### config.mk
export PLATFORM = sky130hd
export DESIGN_NAME = boot_loader
export DESIGN_NICKNAME = d
export VERILOG_FILES = /design/src/rtl/boot_loader.sv
export SDC_FILE = /design/constraint.sdc
export NUM_CORES = 1
export LEC_CHECK = 0
export ABC_AREA = 1
export BUFFER_PORTS_ARGS = -buffer_cell sky130_fd_sc_hd__buf_2
export CORE_MARGIN = 2
export CORE_UTILIZATION = 35
export CTS_CLUSTER_DIAMETER = 150
export CTS_CLUSTER_SIZE = 24
export DETAILED_ROUTE_END_ITERATION = 8
export GPL_TIMING_DRIVEN = 0
export PLACE_DENSITY = 0.7
export SLEW_MARGIN = 20
export SYNTH_ARGS = -nofsm -noshare
export SYNTH_HDL_FRONTEND = slang
export SYNTH_SLANG_ARGS = --single-unit
### constraint.sdc
create_clock -name clk -period 4.3 [get_ports clk]
set_input_delay 0.215 -clock clk [delete_from_list [all_inputs] [get_ports clk]]
set_output_delay 0.215 -clock clk [all_outputs]
set_load 0.05 [all_outputs]
### src/rtl/boot_loader.sv
// boot_loader: streams data then instruction words into two BRAM write ports, then releases the CPU.
// Define BOOT_LOADER_CHECKSUM_EN to verify a trailing 32-bit sum word before release.
module boot_loader (
  input  logic        clk,
  input  logic        rst,
  input  logic        start,
  input  logic [8:0]  d_count,
  input  logic [8:0]  i_count,
  input  logic        s_valid,
  input  logic [31:0] s_data,
  output logic        s_ready,
  output logic [9:0]  d_w_addr,
  output logic [31:0] d_w_dat,
  output logic        d_w_enb,
  output logic [9:0]  i_w_addr,
  output logic [31:0] i_w_dat,
  output logic        i_w_enb,
  output logic        pc_stall,
  output logic        i_r_enb,
  output logic        rd_enbl,
  output logic        d_bram_init_done,
  input  logic        stop,
  output logic        busy,
  output logic        err
);
  typedef enum logic [2:0] {IDLE, LOAD_D, LOAD_I, CHECK, RUN, ERROR} state_t;
  state_t      r_state, w_next, w_after;
  logic [8:0]  r_d_cnt, r_i_cnt, w_d_clamp, w_i_clamp;
  logic [7:0]  r_idx;
  logic [9:0]  r_w_addr;
  logic [31:0] r_w_dat;
  logic        r_s_ready, r_d_w_enb, r_i_w_enb, w_xfer, w_last, w_loading, w_start;
  assign w_d_clamp = d_count > 9'd256 ? 9'd256 : d_count;
  assign w_i_clamp = i_count > 9'd256 ? 9'd256 : i_count;
  assign w_start   = r_state == IDLE && start;
  assign w_xfer    = s_valid && r_s_ready;
  assign w_loading = r_state == LOAD_D || r_state == LOAD_I;
  assign w_last    = {1'b0, r_idx} == (r_state == LOAD_D ? r_d_cnt : r_i_cnt) - 9'd1;
`ifdef BOOT_LOADER_CHECKSUM_EN
  logic [31:0] r_sum;
  assign w_after = CHECK;
  assign err     = r_state == ERROR;
  always_ff @(posedge clk or negedge rst)
    if (!rst) r_sum <= '0;
    else if (w_start) r_sum <= '0;
    else if (w_xfer && w_loading) r_sum <= r_sum + s_data;
`else
  assign w_after = RUN;
  assign err     = 1'b0;
`endif
  always_comb begin
    w_next = r_state;
    case (r_state)
      IDLE:   if (start) w_next = w_d_clamp != 0 ? LOAD_D : w_i_clamp != 0 ? LOAD_I : w_after;
      LOAD_D: if (w_xfer && w_last) w_next = r_i_cnt != 0 ? LOAD_I : w_after;
      LOAD_I: if (w_xfer && w_last) w_next = w_after;
`ifdef BOOT_LOADER_CHECKSUM_EN
      CHECK:  if (w_xfer) w_next = s_data == r_sum ? RUN : ERROR;
`endif
      RUN:    if (stop) w_next = IDLE;
      default: w_next = r_state;
    endcase
  end
  always_ff @(posedge clk or negedge rst)
    if (!rst) begin
      r_state   <= IDLE;
      r_s_ready <= 1'b0;
      r_d_cnt   <= '0;
      r_i_cnt   <= '0;
      r_idx     <= '0;
      r_w_addr  <= '0;
      r_w_dat   <= '0;
      r_d_w_enb <= 1'b0;
      r_i_w_enb <= 1'b0;
    end else begin
      r_state   <= w_next;
      r_s_ready <= w_next == LOAD_D || w_next == LOAD_I || w_next == CHECK;
      r_d_w_enb <= w_xfer && r_state == LOAD_D;
      r_i_w_enb <= w_xfer && r_state == LOAD_I;
      if (w_xfer && w_loading) begin
        r_w_addr <= {r_idx, 2'b00};
        r_w_dat  <= s_data;
        r_idx    <= w_last ? '0 : r_idx + 8'd1;
      end
      if (w_start) begin
        r_d_cnt <= w_d_clamp;
        r_i_cnt <= w_i_clamp;
        r_idx   <= '0;
      end
    end
  // Both write ports share one address/data register; the strobes select the target.
  assign s_ready          = r_s_ready;
  assign d_w_addr         = r_w_addr;
  assign d_w_dat          = r_w_dat;
  assign d_w_enb          = r_d_w_enb;
  assign i_w_addr         = r_w_addr;
  assign i_w_dat          = r_w_dat;
  assign i_w_enb          = r_i_w_enb;
  assign pc_stall         = r_state != RUN;
  assign i_r_enb          = r_state == RUN;
  assign rd_enbl          = r_state == RUN;
  assign d_bram_init_done = r_state == CHECK || r_state == RUN || r_state == ERROR;
  assign busy             = r_state == LOAD_D || r_state == LOAD_I || r_state == CHECK;
endmodule

# == After elaboration in Yosys (flattened, before gate mapping) ==
# Cells that the tools add are included.
# totals
ff_bits,72
in_bits,55
out_inout_bits,93
wordCells,54
# classes
add_sub_neg,2
magnitude_cmp,2
eq_ne,10
muxes,14
reduce_logical,17
# ops
op,n
two-way mux 9 bit,3
nonzero test 9 bit,3
two-way mux 8 bit,3
two-way mux 3 bit,7
> comparator 9 bit (second input constant),2
equality test 3 x 2 -> 1 bit (second input constant),4
one-hot mux 3 bit (4 select lines),1
equality test 8 x 9 -> 1 bit,1
subtractor 9 x 1 -> 9 bit (second input constant),1
adder 8 x 1 -> 8 bit (second input constant),1
equality test 3 x 1 -> 1 bit (second input constant),2
equality test 3 bit (second input constant),2
logical AND 1 bit,6
logical OR 1 bit,6
zero test 3 bit,1
inequality test 3 bit (second input constant),1
nonzero test 2 bit,1

# == Longest topological paths before layout ==
# logic_depth
word_depth,10
ltp_mapped,18
mapped_depth_nobuf,17

# == Worst setup path before layout ==
# OpenSTA, ideal clock, no wires.
# synth_path
path_kind,reg-to-reg
start,register r_state[2]
end,"register r_s_ready, in the netlist s_ready"
setup_time_ps,119
arrival_time_ps,2434
required_time_ps,4181
path_slack_ps,1746
stages_incl_launch_ff,11
path_buffers,1
synth_period_minus_slack_ps,2554
path_cell_list,dfrtp_1 inv_1 buf_2 nor2_1 inv_1 o21ai_0 nor2_1 nand2_1 nor2_1 nor2_4 a21oi_2
# synth_between
elab_cells_between_ends,18
cone_classes,add/sub (1); eq/ne (7); mux (6); reduce/logical (4)
# synth_rtl
item,line,source
from (decl),27,"state_t r_state, w_next, w_after;"
from (signal assigned),76,r_state <= w_next;
equality test 3 bit (*),-,
named net i_r_enb,19,"output logic i_r_enb,"
one-hot mux 3 bit (4 select lines) (*),53,case (r_state)
named net w_next[2],27,
equality test 3 x 1 -> 1 bit or equality test 3 x 2 -> 1 bit (tied branches),77,r_s_ready <= w_next == LOAD_D || w_next == LOAD_I || w_next == CHECK;
logical OR 1 bit,77,
logical OR 1 bit (*),77,
to (signal assigned),67,r_s_ready <= 1'b0;
to (signal assigned),77,
to (decl),32,"logic r_s_ready, r_d_w_enb, r_i_w_enb, w_xfer, w_last, w_loading, w_start;"
# The timed path passes the listed nets; every way through them passes the cells marked *.
# A chain may end at the register's enable or synchronous reset.

# == Final worst setup path ==
# layout_path
start,register r_state[2]
end,"register r_s_ready, in the netlist s_ready"
# layout_between
elab_chain_len,10
elab_cells_between_ends,18
cone_classes,add/sub (1); eq/ne (7); mux (6); reduce/logical (4)
# layout_lines
item,line,source
equality test 3 x 1 -> 1 bit,"38, 53",
two-way mux 9 bit,38,"assign w_last = {1'b0, r_idx} == (r_state == LOAD_D ? r_d_cnt : r_i_cnt) - 9'd1;"
subtractor 9 x 1 -> 9 bit,38,
equality test 8 x 9 -> 1 bit,38,
logical AND 1 bit,"55, 56",
"two-way mux 3 bit, on equally long branches","56, 55",
one-hot mux 3 bit (4 select lines) (*),53,
equality test 3 x 1 -> 1 bit or equality test 3 x 2 -> 1 bit (tied branches),77,
logical OR 1 bit,77,
logical OR 1 bit (*),77,
# Mark *: on every way between the ends. The rest lies on a longest branch, timed or not.

==> results.sh <==
export IMPL_rr_worst_depth=17
export IMPL_mostFrequentLayoutCells="nand2_1 (167), buf_2 (144), dfrtp_1 (72), inv_1 (59), buf_4 (47)"
export IMPL_wirelength_um=9990
export IMPL_setup_tns_final_ps=0
export IMPL_final_common_cell="nand2_1"
export IMPL_postRouteAntennaNets=0
export IMPL_grt_max_degree=49
export IMPL_crit_cells=17
export IMPL_antenna_found_initial=0
export IMPL_dp_hpwl_um=7990
export IMPL_ys_ff_latch=72
export IMPL_ys_warn_count=0
export IMPL_grt_pass1_wl_um=16900
export IMPL_coreArea_mm2=0.0113
export IMPL_rows=39
export IMPL_rsz0062_at_grt="false"
export IMPL_reg2reg_from="r_state[2]"
export IMPL_track_usage_pct=16.9
export IMPL_status="finished clean"
export IMPL_path_cells="inv_1, buf_2, nand3_1, nand2_1, ha_1, xor2_1, nand2_1, nor2_1, nand2_1, nor2_1, nand3_2, nor2_8, nand3_2, nand2_1, nand2_1, nor2_2, a21oi_2"
export IMPL_die_x_um=111
export IMPL_arrival_ps=2870
export IMPL_cts_made_buffers=9
export IMPL_period_share_pct=61.8
export IMPL_placed_area_mm2=0.00493
export IMPL_slowest_stage="dfrtp_1"
export IMPL_clk_pin_slew_worst_paths_ps=50
export IMPL_clock_latency_ps=320
export IMPL_clock_fmax_mhz=376
export IMPL_maxSlewViolCount=0
export IMPL_endpoint="s_ready"
export IMPL_startpoint="r_state[2]"
export IMPL_endpoint_kind="register"
export IMPL_critPathRequiredTime_ps=4510
export IMPL_synth_seq_area_share_pct=45.1
export IMPL_cp_top_family="simple AND/OR/NAND/NOR gates"
export IMPL_finalSetupViolCount=0
export IMPL_maxCapViolCount=0
export IMPL_synthMuxAreaShare_pct=0
export IMPL_wire_per_inst_um=12.2
export IMPL_worst_pin_slew_ps=546
export IMPL_drive_gt1_share_pct=35.4
export IMPL_fin_crit_ps=2660
export IMPL_synthAdderAreaFrac_pct=0.626
export IMPL_synthXorXnorAreaFrac_pct=0.782
export IMPL_r2r_setup_slack_ps=1640
export IMPL_synth_avg_cell_area_um2=7.81
export IMPL_final_nets=728
export IMPL_viasPerCell=4.49
export IMPL_area_growth_pct=31.1
export IMPL_clock_skew_ps=4.86
export IMPL_clockRootBuffer="clkbuf_16"
export IMPL_cts_sinks=72
export IMPL_drcViolationCount=0
export IMPL_drtIter0Drc=237
export IMPL_r2r_end="s_ready"
export IMPL_final_cell_area_mm2=0.00524
export IMPL_synth_compound_area_share_pct=7.26
export IMPL_mappedNetlistArea_mm2=0.00400
export IMPL_dr_pass1_iters=4
export IMPL_post_cts_resized=0
export IMPL_yosysUniqueCellTypes=38
export IMPL_grt_pass1_vias=3533
export IMPL_worst_setup_path_type="register to register"
export IMPL_worstSetupStartpointType="register"
export IMPL_postSynthCellCount=512
export IMPL_clock_path_buffers=2
export IMPL_io_buffers=142
export IMPL_gr_total_overflow=0
export IMPL_diodes=0
export IMPL_die_area_mm2=0.0123
export IMPL_initial_core_util_pct=35.5
export IMPL_final_hold_viol_count=0
export IMPL_max_stage_delay_ps=450
export IMPL_h_tree_depth=3
export IMPL_vias=3674
export IMPL_ios=148
export IMPL_cts_tree="done"
export IMPL_synth_simple_area_share_pct=29.8
export IMPL_hp_class="input port to register"
export IMPL_slew_headroom_pct=63.6
export IMPL_die_h_um=111
export IMPL_cp_max_fo=10
export IMPL_gp_congestion=0.937
export IMPL_synth_top_family_by_area="simple AND/OR/NAND/NOR gates"
export IMPL_crit_buf_inv=2
export IMPL_path_common_cell="nand2_1"
## per-stage QoR
step                worst slack [ps]  std cells  util (%)  hold WS, ps
global route                    1410        819      46.5         84.5
global placement                1720        801      43.5          416
CTS                             1630        819      46.5         77.4
finish                          1640        819      46.5         89.3
detailed placement              1670        802      43.8          152
floorplan                       1750        516         -        -80.6
## tightest hold or removal path, delay by kind of cell
family        cells  cell delay (ps)
buf+inv           1               80
simple gates      2               90
## final cells by class
| type | count | area (µm²) |
|---|---|---|
| clock buffers | 11 | 243 |
| repair buffers | 144 | 751 |
| flip-flops and latches | 72 | 1800 |
| multi-input cells | 320 | 1560 |
| fillers | 1131 | 6030 |
| well taps | 143 | 179 |
| clock inverters | 5 | 56.3 |
| plain buffers | 58 | 405 |
| inverters | 66 | 248 |
## state kept, by name, summed over array words and instances, names as in the netlist
signal,cells
r_state,3
s_ready,1
r_idx,8
d_w_dat,32
d_w_enb,1
d_w_addr,8
r_i_cnt,9
r_d_cnt,9
i_w_enb,1
## cell families (layout without fill, tap and decap cells)
| family | after synthesis | in the layout |
|---|---|---|
| fa+ha+maj | 2 | 2 |
| xor+xnor | 2 | 2 |
| simple gates | 263 | 263 |
| compound gates | 48 | 48 |
| other cells | 1 | 5 |
| flops | 72 | 72 |
| buf+inv | 124 | 284 |
## metal layers
layer | track usage [%] | wire length, µm | vias up
met5 | 0 | 0 | -
met1 | 21.9 | 4470 | 1663
met2 | 27.7 | 4740 | 132
met3 | 3.72 | 629 | 9
li1 | - | - | 1870
met4 | 6.25 | 150 | 0
## Yosys cell counts
master | instances | area (µm²)
a211oi_2 | 1 | 12.5
a21oi_1 | 4 | 20.0
a21oi_2 | 1 | 8.76
a21oi_4 | 1 | 16.3
buf_1 | 2 | 7.51
buf_2 | 3 | 15.0
buf_4 | 46 | 345
buf_8 | 1 | 15.0
clkbuf_1 | 6 | 22.5
clkinv_1 | 2 | 7.51
conb_1 | 1 | 3.75
dfrtp_1 | 72 | 1800
ha_1 | 2 | 25.0
inv_1 | 59 | 221
inv_2 | 5 | 18.8
nand2_1 | 167 | 627
nand2_2 | 8 | 50.1
nand2_4 | 2 | 22.5
nand3_1 | 30 | 150
nand3_2 | 2 | 20.0
nand3_4 | 1 | 17.5
nand3b_1 | 2 | 15.0
nand4_1 | 8 | 50.1
nor2_1 | 26 | 97.6
nor2_2 | 5 | 31.3
nor2_4 | 3 | 33.8
nor2_8 | 2 | 40.0
nor3_1 | 4 | 20.0
nor4_1 | 2 | 12.5
o211ai_1 | 2 | 15.0
o21a_1 | 1 | 7.51
o21ai_0 | 20 | 100
o21ai_1 | 3 | 15.0
o21bai_1 | 1 | 7.51
o22ai_1 | 14 | 87.6
or3_1 | 1 | 6.26
xnor3_1 | 1 | 22.5
xor2_1 | 1 | 8.76
## how the worst min path moves through the flow
stage / start / endpoint / slack, ps / cells after the start
global route: s_data[2] / d_w_dat[2] / 80 / 3
floorplan: rst / d_w_addr[2] / -80 / 0
detailed placement: rst / d_w_addr[8] / 150 / 1
finish: s_data[3] / d_w_dat[3] / 90 / 3
global placement: s_data[31] / d_w_dat[31] / 420 / 3
CTS: s_data[3] / d_w_dat[3] / 80 / 3
## timing repair
item,CTS,global route
buffers inserted,0,0
endpoints found under the hold margin,24,0
endpoints found under the setup margin,0,0
hold buffers,1,0
Power is not shown: default switching activity piles up to over one toggle a cycle in this logic, so the estimate is an artifact.
